File: src/rtl/instr_sequencer_pkg.sv
// Shared opcode header for the ALU and the instruction sequencer.
// NOP and HLT sit outside the ALU's opcode set; the ALU's default case holds acc for both.
package instr_sequencer_pkg;

    localparam int OPCODE_WIDTH = 4;
    localparam int ARG_WIDTH    = 8;
    localparam int INSTR_WIDTH  = OPCODE_WIDTH + ARG_WIDTH;

    localparam logic [OPCODE_WIDTH-1:0] OP_LD  = 4'h0;
    localparam logic [OPCODE_WIDTH-1:0] OP_ADD = 4'h2;
    localparam logic [OPCODE_WIDTH-1:0] OP_SUB = 4'h3;
    localparam logic [OPCODE_WIDTH-1:0] OP_JMP = 4'h8;
    localparam logic [OPCODE_WIDTH-1:0] OP_JZ  = 4'h9;
    localparam logic [OPCODE_WIDTH-1:0] OP_NOP = 4'hE;
    localparam logic [OPCODE_WIDTH-1:0] OP_HLT = 4'hF;

    // True for opcodes the ALU actually executes.
    function automatic logic is_alu_op(input logic [OPCODE_WIDTH-1:0] op);
        return (op != OP_NOP) && (op != OP_HLT);
    endfunction

    // True for opcodes that update the carry flag.
    function automatic logic is_carry_op(input logic [OPCODE_WIDTH-1:0] op);
        return (op == OP_ADD) || (op == OP_SUB);
    endfunction

endpackage

File: src/rtl/instr_sequencer_pc_next_mux.sv
// Next ROM address select: hold (stall or halt), jump target, or pc+1 wrapping to 0.
module instr_sequencer_pc_next_mux
    import instr_sequencer_pkg::*;
(
    input  logic                 i_hold,
    input  logic                 i_jmp,
    input  logic [ARG_WIDTH-1:0] i_jmp_addr,
    input  logic [ARG_WIDTH-1:0] i_pc,
    output logic [ARG_WIDTH-1:0] o_next
);

    logic [ARG_WIDTH-1:0] w_pc_inc;

    assign w_pc_inc = i_pc + ARG_WIDTH'(1);

    // Hold outranks jump, jump outranks increment.
    always_comb begin
        o_next = w_pc_inc;
        if (i_hold) begin
            o_next = i_pc;
        end else if (i_jmp) begin
            o_next = i_jmp_addr;
        end
    end

endmodule

File: src/rtl/instr_sequencer.sv
// Instruction fetch/sequencing front end for the ALU.
// Drives a synchronous program ROM (1-cycle latency) and issues each fetched word to the
// ALU in the cycle it arrives; ALU jumps redirect the ROM address in the same cycle.
// Optional macro INSTR_COUNT_EN adds a saturating retired-instruction counter (instr_count).
module instr_sequencer
    import instr_sequencer_pkg::*;
#(
    parameter logic [ARG_WIDTH-1:0] RESET_ADDR = '0,
    parameter int                   CNT_WIDTH  = 16
) (
    input  logic                   clk,
    input  logic                   rst_n,
    input  logic                   run,
    output logic [ARG_WIDTH-1:0]   mem_addr,
    output logic                   mem_en,
    input  logic [INSTR_WIDTH-1:0] instr_data,
    input  logic                   mem_ready,
    output logic [OPCODE_WIDTH-1:0] opcode,
    output logic [ARG_WIDTH-1:0]   argument,
    output logic                   alu_ce,
    output logic                   cy_ce,
    input  logic                   jmp_ce,
    input  logic [ARG_WIDTH-1:0]   jmp_addr,
    output logic [ARG_WIDTH-1:0]   pc,
    output logic                   halted,
`ifdef INSTR_COUNT_EN
    output logic [CNT_WIDTH-1:0]   instr_count,
`endif
    output logic                   busy
);

    typedef enum logic [1:0] {
        S_IDLE  = 2'd0,
        S_FETCH = 2'd1,
        S_EXEC  = 2'd2,
        S_HALT  = 2'd3
    } state_t;

    state_t                  r_state;
    logic [ARG_WIDTH-1:0]    r_pc;
    logic                    r_halted;

    logic [OPCODE_WIDTH-1:0] w_rom_op;
    logic [ARG_WIDTH-1:0]    w_rom_arg;
    logic                    w_valid;
    logic                    w_is_hlt;
    logic                    w_issue;
    logic [ARG_WIDTH-1:0]    w_next_addr;

    if (CNT_WIDTH < 1) begin : g_cnt_width_check
        $error("CNT_WIDTH must be at least 1");
    end

    assign w_rom_op  = instr_data[INSTR_WIDTH-1:ARG_WIDTH];
    assign w_rom_arg = instr_data[ARG_WIDTH-1:0];
    assign w_valid   = (r_state == S_EXEC) && mem_ready;
    assign w_is_hlt  = w_valid && (w_rom_op == OP_HLT);
    // An instruction is issued only when valid data arrives and it is not HLT.
    assign w_issue   = w_valid && !w_is_hlt;

    instr_sequencer_pc_next_mux u_pc_next_mux (
        .i_hold     (!w_issue),
        .i_jmp      (jmp_ce),
        .i_jmp_addr (jmp_addr),
        .i_pc       (r_pc),
        .o_next     (w_next_addr)
    );

    // ROM address and enable; kept apart from the issue logic so the ALU jump path stays acyclic.
    assign mem_addr = (r_state == S_EXEC) ? w_next_addr :
                      (r_state == S_HALT) ? r_pc : RESET_ADDR;
    assign mem_en   = (r_state == S_FETCH) || (r_state == S_EXEC);

    // Issue the ROM word to the ALU, or a NOP when nothing valid is executing.
    always_comb begin
        opcode   = OP_NOP;
        argument = '0;
        alu_ce   = 1'b0;
        cy_ce    = 1'b0;
        if (w_issue) begin
            opcode   = w_rom_op;
            argument = w_rom_arg;
            alu_ce   = is_alu_op(w_rom_op);
            cy_ce    = is_carry_op(w_rom_op);
        end
    end

    // Sequencer state, program counter and halted flag.
    always_ff @(posedge clk or negedge rst_n) begin
        if (!rst_n) begin
            r_state  <= S_IDLE;
            r_pc     <= RESET_ADDR;
            r_halted <= 1'b0;
        end else begin
            case (r_state)
                S_IDLE: begin
                    if (run) begin
                        r_state <= S_FETCH;
                    end
                end
                S_FETCH: begin
                    r_pc    <= RESET_ADDR;
                    r_state <= S_EXEC;
                end
                S_EXEC: begin
                    r_pc <= w_next_addr;
                    if (w_is_hlt) begin
                        r_state  <= S_HALT;
                        r_halted <= 1'b1;
                    end
                end
                S_HALT: begin
                    if (run) begin
                        r_state  <= S_FETCH;
                        r_halted <= 1'b0;
                    end
                end
                default: begin
                    r_state <= S_IDLE;
                end
            endcase
        end
    end

    assign pc     = r_pc;
    assign halted = r_halted;
    assign busy   = (r_state == S_FETCH) || (r_state == S_EXEC);

`ifdef INSTR_COUNT_EN
    logic [CNT_WIDTH-1:0] r_instr_count;

    // Count retired instructions, saturating at all-ones; restart from zero on every run.
    always_ff @(posedge clk or negedge rst_n) begin
        if (!rst_n) begin
            r_instr_count <= '0;
        end else if (r_state == S_FETCH) begin
            r_instr_count <= '0;
        end else if (w_issue && (r_instr_count != {CNT_WIDTH{1'b1}})) begin
            r_instr_count <= r_instr_count + CNT_WIDTH'(1);
        end
    end

    assign instr_count = r_instr_count;
`endif

endmodule

File: config.mk
export PLATFORM = sky130hd
export DESIGN_NAME = instr_sequencer
export DESIGN_NICKNAME = d
export VERILOG_FILES = /design/src/rtl/instr_sequencer_pkg.sv /design/src/rtl/instr_sequencer_pc_next_mux.sv /design/src/rtl/instr_sequencer.sv
export SDC_FILE = /design/constraint.sdc
export NUM_CORES = 1
export LEC_CHECK = 0
export CORE_ASPECT_RATIO = 1.1
export CORE_UTILIZATION = 59
export CTS_CLUSTER_SIZE = 28
export DETAILED_ROUTE_END_ITERATION = 12
export DONT_BUFFER_PORTS = 1
export GPL_ROUTABILITY_DRIVEN = 0
export HOLD_SLACK_MARGIN = 0.15
export PLACE_DENSITY_LB_ADDON = 0.05
export SLEW_MARGIN = 20
export SYNTH_ARGS = -nofsm -noshare
export SYNTH_HDL_FRONTEND = slang
export SYNTH_SLANG_ARGS = --single-unit
File: constraint.sdc
create_clock -name clk -period 3.15 [get_ports clk]
set_input_delay 0.63 -clock clk [delete_from_list [all_inputs] [get_ports clk]]
set_output_delay 0.63 -clock clk [all_outputs]
set_load 0.02 [all_outputs]
---- Word level (Yosys, flattened, before mapping) ----
Cells that the tools add are included.
word-level totals
  flip-flop bits (word level) ............. 11
  word-level logic and storage cells ...... 43
operators by class
  $add $sub $neg .......................... 1
  equality and inequality tests ........... 11
  mux-type cells .......................... 15
  reductions and logical operators ........ 13
operators by type and width
  cell                                            number
  two-way mux 8 bit                               5
  one-hot mux 8 bit (2 select lines)              1
  adder 8 x 1 -> 8 bit (second input constant)    1
  == test 4 x 2 -> 1 bit (second input constant)  2
  != test 4 bit (second input constant)           2
  one-hot mux 2 bit (3 select lines)              1
  == test 2 bit (second input constant)           2
  == test 4 bit (second input constant)           1
  logical AND 1 bit                               4
  two-way mux 1 bit                               4
  two-way mux 2 bit                               2
  two-way mux 4 bit                               1
  != test 2 bit (second input constant)           2
  nonzero test 2 bit                              2
  AND reduction 3 bit                             1
  == test 2 x 1 -> 1 bit (second input constant)  1
  zero test 2 bit                                 1
  logical OR 1 bit                                2
  != test 2 x 1 -> 1 bit (second input constant)  1
  one-hot mux 1 bit (2 select lines)              1
  AND reduction 2 bit                             1
  OR reduction 2 bit                              1
  zero test 1 bit                                 1

---- Logic depth before layout (Yosys ltp) ----
Gate-level depths: netlist of the first run.
  word-level depth ........................ 7
  gate-level depth with buffers ........... 7
  depth with buffers taken out ............ 6

---- Cells and area by module ----
Synthesis of the first run repeated with hierarchy kept, for this count alone.
second synthesis, totals
  cell total of the unflattened synthesis .. 142
  area total of the unflattened synthesis .. 1002.2 um2
modules (own cells, without submodules)
  module                       times used  cells each  area an instance (um2)  seq. area each (um2)
  instr_sequencer              1           96          726.9                   275.3
  instr_sequencer_pc_next_mux  1           46          275.3                   0.0

---- Least setup slack after synthesis of the first run ----
Ideal clock, no wire load.
  path type ............................... input port to output port
  from .................................... input instr_data[11]
  to ...................................... output mem_addr[6]
  data arrival time ....................... 1.792 ns
  data required time ...................... 2.520 ns
  slack ................................... 0.728 ns
  stages on the path ...................... 5
  path buffers ............................ 1
  path through ............................ and4_4 -> buf_6 -> o21ai_2 -> o311ai_2 -> a221oi_1
on the way
  cells in the longest elaborated chain, start to end .. 6
ends and longest elaborated chain
  item               RTL line                           text
  from (decl)        instr_sequencer.sv:16              input logic [INSTR_WIDTH-1:0] instr_data,
  == test 4 bit      instr_sequencer.sv:57              assign w_is_hlt = w_valid && (w_rom_op == OP_HLT);
  logical AND 1 bit  instr_sequencer.sv:57
  zero test 1 bit    instr_sequencer.sv:59              assign w_issue = w_valid && !w_is_hlt;
  logical AND 1 bit  instr_sequencer.sv:59
  two-way mux 8 bit  instr_sequencer_pc_next_mux.sv:19  if (i_hold) begin
  two-way mux 8 bit  instr_sequencer.sv:70              assign mem_addr = (r_state == S_EXEC) ? w_next_addr :
  to (decl)          instr_sequencer.sv:14              output logic [ARG_WIDTH-1:0] mem_addr,
No other way between the ends.

---- Worst setup path after layout of the first run ----
  from .................................... register r_pc[0] (netlist: pc[0])
  to ...................................... output mem_addr[2]
on the way
  cells in the longest elaborated chain, start to end .. 4
ends and longest elaborated chain
  item                    RTL line                           text
  from (decl)             instr_sequencer.sv:40              logic [ARG_WIDTH-1:0] r_pc;
  from (signal assigned)  instr_sequencer.sv:106             r_pc <= w_next_addr;
  adder 8 x 1 -> 8 bit    instr_sequencer_pc_next_mux.sv:14  assign w_pc_inc = i_pc + ARG_WIDTH'(1);
  two-way mux 8 bit       instr_sequencer_pc_next_mux.sv:21  end else if (i_jmp) begin
  two-way mux 8 bit       instr_sequencer_pc_next_mux.sv:19
  two-way mux 8 bit       instr_sequencer.sv:70
No other way between the ends.

==> results of run 1 <==
## metal layers
layer / track usage / wire length, um / vias to the layer above
met5: 0 / 0 / -
met4: 0.126 / 93 / 0
met3: 0.0410 / 269 / 13
met2: 0.434 / 1370 / 75
met1: 0.394 / 1320 / 538
li1: - / - / 560
## layout make-up
class,instances,area (um^2),share of cell area
Clock buffer,4,26.3,0.0218
Sequential cell,11,275,0.228
Inverter,7,26.3,0.0218
Timing Repair Buffer,6,47.5,0.0394
Tap cell,27,33.8,0.0280
Multi-Input combinational cell,118,797,0.661
## cells in the mapped netlist, drive strengths merged (2+ instances only)
master	count
and2	2
o311ai	2
nor2b	2
nor4	2
o2bb2ai	2
inv	6
a221oi	2
dfrtp	11
mux2i	2
nor2	5
nand4	3
ha	5
and3	10
a21oi	7
nor3	2
buf	6
a31oi	5
nand2b	4
o21ai	15
a22o	4
clkbuf	5
a31o	2
nand3	6
nand2	16
## kinds of logic (layout without fill, tap and decap cells)
family	count (synthesis)	count (layout)	share of synthesized area
simple gates	57	57	0.277
compound gates	54	54	0.336
buf+inv	18	17	0.0795
flops	11	11	0.236
fa+ha+maj	5	5	0.0537
mux	2	2	0.0172
## stage by stage
stage | hold WS [ps] | instance area, um^2 | util
floorplan | 334 | 1160 | -
global placement | 335 | 1170 | 0.642
detailed placement | 335 | 1170 | 0.642
CTS | 530 | 1210 | 0.662
global route | 534 | 1210 | 0.662
finish | 526 | 1210 | 0.662
## state kept, by name, indices dropped and copies added, names as in the netlist
register	cells
r_state	2
halted	1
pc	8
## worst max path at each step
stage                   to  slack, ps  cells past startpoint
6_report       mem_addr[2]        240                      5
4_1_cts        mem_addr[2]        270                      5
2_1_floorplan  mem_addr[6]        730                      5
5_1_grt        mem_addr[2]        150                      5
3_3_place_gp   mem_addr[2]        590                      5
3_5_place_dp   mem_addr[2]        580                      5
## critical path, stage by stage (launching register included)
cell                       delay, ps
sky130_fd_sc_hd__dfrtp_1         680
sky130_fd_sc_hd__ha_1            330
sky130_fd_sc_hd__or3b_1          380
sky130_fd_sc_hd__a211oi_2        200
sky130_fd_sc_hd__a31o_2          150
sky130_fd_sc_hd__a22o_1          260
## where the power goes
group	leakage, uW	total, uW	switching, uW	internal [uW]
sequential	0.000144	269	91.6	178
combinational	0.000344	482	330	152
clock	0.0000150	101	51.8	49.2
total	0.000503	852	473	379
## what timing repair did
action                     4_1_cts  5_1_grt
hold endpoints to repair        11        0
buffers inserted                 0        0
hold buffers                     1        0
setup endpoints to repair        0        0
==> metrics.md, run 1 <==
| Metric | Value |
|---|---|
| ANT cells | 0 |
| Share of synthesized flip-flops with an asynchronous set or reset | 1.00 |
| Latest clock arrival within the worst-skew pair | roughly 280 ps |
| Gate Count Post-Synth | 147 |
| WHS Path Cells | 2 |
| CTS tree | done |
| DRT Pass-1 Iters | 5 |
| Count of port buffers added during placement | 0 |
| Number of library cell types mapped by synthesis | between 50 and 60 |
| Ranking of synthesized cells by area | sky130_fd_sc_hd__dfrtp_1 24%, sky130_fd_sc_hd__o21ai_0 5.6%, sky130_fd_sc_hd__and3_1 5.4% |
| Max Slew Vio Count | 0 |
| Arrival time at the worst endpoint | 2280 ps |
| NumNets Final | around 180 |
| Number of warnings printed during yosys synthesis | 0 |
| Clock skew after layout | just under 7 ps |
| Top FF cell, synth | sky130_fd_sc_hd__dfrtp_1 |
| Detailed-route wire length | approximately 3000 um |
| Max Cap Viol | 0 |
| Required time of the worst setup path | between 2000 and 3000 ps |
| Highest fanout seen on the critical path | 12 |
| Signed area change from the synthesized netlist to the final layout | 3.54% |
| Worst Hold Class | input port to flop |
| Layout cells sized above 1 | 0.130 |
| Launch instance of the worst register-to-register path | r_state[0] |
| Area share of the largest cell type after synthesis | 0.236 |
| Estimated wirelength of the detail-placed design | roughly 2200 um |
| Critical path class | flop to primary output |
| Status | complete, no violations |
| Clk Tree Root Cell | sky130_fd_sc_hd__clkbuf_4 |
| Number of CTS-inserted buffers | 3 |
| Leading cell type in the layout, fill and taps excluded | sky130_fd_sc_hd__nand2_1 |
| Endpoint of the worst register-to-register path | r_state[0] |
| Actual transition at the worst max-transition pin | between 500 and 600 ps |
| Placed instance count | between 150 and 200 |
| Number of nets with antenna violations after routing | 0 |
| Unrepaired setup endpoints after global routing | no |
| Setup Viol. Count Final | 0 |
| Min Tclk post-route | a little under 3000 ps |
| Pre-CTS setup slack | 579 ps |
| Kind of start point of the critical path | flop |
| Fin Setup TNS | 0 ps |
| Reg2Reg Setup Slack | ~990 ps |
| Effective utilization at floorplan | 0.639 |
| Cell area after synthesis | 1160 um^2 |
| Count of non-filler cells in the finished layout | approximately 170 |
| Leftover overflow at the end of global routing | 0 |
| Final worst path period share | 0.925 |
| H-tree levels | 1 |
| Buffer levels on the longest clock path | 2 |
| Vias per cell | about 6.9 |
| Post-DR wirelength/cell | 17.6 um |
| Core area | 1820 um^2 |
| Number of DRC violations after detailed routing | 0 |
| X dimension of the die | ~44 um |
| Leakage power total | about 0.00050 uW |
| Vias | 1186 |
| Count of standard-cell rows | 16 |
| CTS resizes | 0 |
| Syn avg cell area | between 7 and 8 um^2 |
| Worst slew margin | 0.607 |
| Die Footprint | 2160 um^2 |
| Total Routing Usage GR | 0.285 |
| Number of antenna violations at the first check in global routing | 0 |
| Sequential fraction of the synthesis area | 0.236 |
| Vertical extent of the die | 48.6 um |
| Synthesized netlist net count | between 150 and 200 |
| Power consumption | approximately 850 uW |
| Worst-case setup margin in the final layout | between 200 and 250 ps |
| Filler cell count | roughly 150 |
| Largest net degree at the start of global routing | 19 |
| Maximum ir drop on the vdd rail | 0.000655 V |
| Clk sinks | 11 |
| Global-route wire length before repair | 4660 um |
| Clock transition at path regs | 80 ps |
| Number of flip-flops and latches in the synthesized netlist | 11 |
| Number of flops mapped to enable cells by yosys | 0 |
| Total I/O pin count | 58 |
| Final hold violation count | 0 |
| Cell area power density | slightly above 700 nW/um^2 |
| Most frequent cells in the layout | 14 x sky130_fd_sc_hd__nand2_1, 13 x sky130_fd_sc_hd__o21ai_0, 11 x sky130_fd_sc_hd__dfrtp_1, 10 x sky130_fd_sc_hd__and3_1, 7 x sky130_fd_sc_hd__a21oi_1 |
| DRC marker count from the first detailed-route iteration | 65 |
| Top cell type by total area after synthesis | sky130_fd_sc_hd__dfrtp_1 |
| Achievable clock frequency | approximately 340 MHz |
| Worst r2r path cells | 5 |
| Min-Delay Startpoint | jmp_ce |
| Endpoint of the worst hold path | pc[7] |
| Capturing element type of the critical path | primary output |
| Beginning of the critical path | pc[0] |
| Via count of the first global-routing pass | approximately 1100 |
No activity file was read; power rests on OpenSTA's default activity.
==> run 2, diff against run 1 <==
- CTS_BUF_LIST: default -> sky130_fd_sc_hd__clkbuf_8
==> run 2 against run 1 <==
Global-route usage grew 0.30 points. Non-clock buffer count unchanged. Register-to-register slack hardly changed. Largest power group unchanged. Highest routed layer unchanged.
==> metrics.md, run 2 (same netlist as run 1, synthesis figures left out) <==
| Metric | Value |
|---|---|
| Status | complete, no violations (unchanged) |
| Worst slew margin | 0.603 (was 0.607) |
| Maximum ir drop on the vdd rail | 0.000768 V (was 0.000655 V) |
| Core area | 1820 um^2 (unchanged) |
| Pre-CTS setup slack | 579 ps (unchanged) |
| Portion of total power attributed to combinational logic | 0.539 (was 0.566) |
| Number of DRC violations after detailed routing | 0 (unchanged) |
| Power consumption | 897 uW (was 852 uW) |
| Number of antenna violations at the first check in global routing | 0 (unchanged) |
| Via count of the first global-routing pass | 1090 (was 1099) |
| ANT cells | 0 (unchanged) |
| Leftover overflow at the end of global routing | 0 (unchanged) |
| Buffer levels on the longest clock path | 2 (unchanged) |
| Worst-case setup margin in the final layout | 294 ps (was 237 ps) |
| Achievable clock frequency | 350 MHz (was 343 MHz) |
| Number of flip-flops in the largest register | 8 (unchanged) |
| Share of total power in the clock network | 0.159 (was 0.119) |
| Required time of the worst setup path | 2520 ps (about the same) |
| Estimated wirelength of the detail-placed design | 2220 um (unchanged) |
| Effective utilization at floorplan | 0.639 (unchanged) |
| Final hold violation count | 0 (unchanged) |
| Final worst path period share | 0.907 (was 0.925) |
| Max Cap Viol | 0 (unchanged) |
| Switching pwr | 481 uW (was 473 uW) |
| Signed area change from the synthesized netlist to the final layout | 5.16% (was 3.54%) |
| Clock skew after layout | 5.30 ps (was 6.80 ps) |
| Actual transition at the worst max-transition pin | 592 ps (was 585 ps) |
| Hold slack | 559 ps (was 526 ps) |
| Vertical extent of the die | 48.6 um (unchanged) |
| DRT Pass-1 Iters | 4 (was 5) |
| Count of standard-cell rows | 16 (unchanged) |
| Worst Hold Class | flop to flop (was input port to flop) |
| Count of port buffers added during placement | 0 (unchanged) |
| NumNets Final | 177 (unchanged) |
| Critical path class | flop to primary output (unchanged) |
| Total I/O pin count | 58 (unchanged) |
| Number of CTS-inserted buffers | 3 (unchanged) |
| Switching part of the total power | 0.536 (was 0.555) |
| WHS Path Cells | 1 (was 2) |
| Global-route wire length before repair | 4690 um (was 4660 um) |
| Leading cell type in the layout, fill and taps excluded | sky130_fd_sc_hd__nand2_1 (unchanged) |
| Fin Setup TNS | 0 ps (unchanged) |
| Cell Chain, Critical Path | ha_1 > or3b_1 > a211oi_2 > a31o_2 > a22o_1 (unchanged) |
| Number of nets with antenna violations after routing | 0 (unchanged) |
| Detailed-route wire length | 3080 um (was 3050 um) |
| Highest fanout seen on the critical path | 12 (unchanged) |
| Total Routing Usage GR | 0.288 (was 0.285) |
| Placed instance count | 168 (unchanged) |
| CTS tree | done (unchanged) |
| Cell Int Power | 416 uW (was 379 uW) |
| Vias | 1181 (was 1186) |
| Clk Tree Root Cell | sky130_fd_sc_hd__clkbuf_8 (was sky130_fd_sc_hd__clkbuf_4) |
| Slowest-stage cell, CP | sky130_fd_sc_hd__dfrtp_1 (unchanged) |
| DRC marker count from the first detailed-route iteration | 63 (was 65) |
| X dimension of the die | 44.4 um (unchanged) |
| Latest clock arrival within the worst-skew pair | 240 ps (was 280 ps) |
| Post-CTS Setup Inserts | 0 (unchanged) |
| Layout cells sized above 1 | 0.130 (unchanged) |
| Setup Viol. Count Final | 0 (unchanged) |
| Most frequent cells in the layout | 14 x sky130_fd_sc_hd__nand2_1, 13 x sky130_fd_sc_hd__o21ai_0, 11 x sky130_fd_sc_hd__dfrtp_1, 10 x sky130_fd_sc_hd__and3_1 (was 14 x sky130_fd_sc_hd__nand2_1, 13 x sky130_fd_sc_hd__o21ai_0, 11 x sky130_fd_sc_hd__dfrtp_1, 10 x sky130_fd_sc_hd__and3_1, 7 x sky130_fd_sc_hd__a21oi_1) |
| Sequential Power Share | 0.301 (was 0.316) |
| Arrival time at the worst endpoint | 2230 ps (was 2280 ps) |
| Max Slew Vio Count | 0 (unchanged) |
| Capturing element type of the critical path | primary output (unchanged) |
| Vias per cell | 6.83 (was 6.86) |
| Delay of the slowest cell on the worst path | 670 ps (was 680 ps) |
| Clk sinks | 11 (unchanged) |
| Unrepaired setup endpoints after global routing | no (unchanged) |
| Die Footprint | 2160 um^2 (unchanged) |
| Largest net degree at the start of global routing | 19 (unchanged) |
| Kind of start point of the critical path | flop (unchanged) |
| Post-DR wirelength/cell | 17.8 um (was 17.6 um) |
| Cell area power density | 733 nW/um^2 (was 706 nW/um^2) |
| Count of non-filler cells in the finished layout | 173 (unchanged) |
| Min Tclk post-route | 2860 ps (was 2910 ps) |
| Clock transition at path regs | 50 ps (was 80 ps) |
| Leakage power total | 0.000515 uW (was 0.000503 uW) |
| Worst r2r path cells | 5 (unchanged) |
| H-tree levels | 1 (unchanged) |
## run 2: cell types whose count changed in the layout (fill, tap and decap cells not counted), sizes merged
cell,change
clkbuf,-1
inv,+1
## run 2: worst max-delay path, delay by kind of cell, from the launching register on
kind            cells  cell delay, ps
fa+ha+maj           1             320
flops               1             670
compound gates      3             600
simple gates        1             380
## run 2: timing repair
item,4_1_cts,5_1_grt
resized for setup,0,0
hold buffers,1,0
hold endpoints to repair,11,0
## run 2: layout make-up
class / instances / area [um^2]
inverter: 7 / 26.3
multi-input combinational: 118 / 797
tap: 27 / 33.8
clock buffer: 3 / 41.3
sequential: 11 / 275
fill: 150 / 597
timing repair buffer: 6 / 47.5
clock inverter: 1 / 3.75
## run 2: worst paths after layout
kind,from,slack (ps),to
setup reg to reg,r_state[0],980,r_state[0]
hold / removal,r_state[1],560,r_state[1]
max in group asynchronous,rst_n,1980,halted
min in group asynchronous,rst_n,810,pc[6]
setup / recovery,pc[0],290,mem_addr[2]
hold reg to reg,r_state[1],560,r_state[1]
## run 2: per-stage QoR
| stage | utilization | instance area [um^2] |
|---|---|---|
| finish | 0.672 | 1220 |
| global route | 0.672 | 1220 |
| CTS | 0.672 | 1220 |
| detailed placement | 0.642 | 1170 |
| global placement | 0.642 | 1170 |
| floorplan | - | 1160 |
## run 2: routing by layer
metal / global-route usage / vias up / share of wire
li1: - / 556 / -
met1: 0.396 / 534 / 0.43
met2: 0.439 / 82 / 0.45
met3: 0.0522 / 9 / 0.093
met4: 0.116 / 0 / 0.025
met5: 0 / - / 0
## run 2: power by group through the flow
| stage | clock network, uW | registers (uW) | logic, uW |
|---|---|---|---|
| 2_1_floorplan | 0 | 247 | 419 |
| 3_3_place_gp | 0 | 269 | 468 |
| 3_5_place_dp | 0 | 271 | 469 |
| 4_1_cts | 143 | 268 | 476 |
| 5_1_grt | 146 | 280 | 522 |
| 6_report | 143 | 270 | 484 |
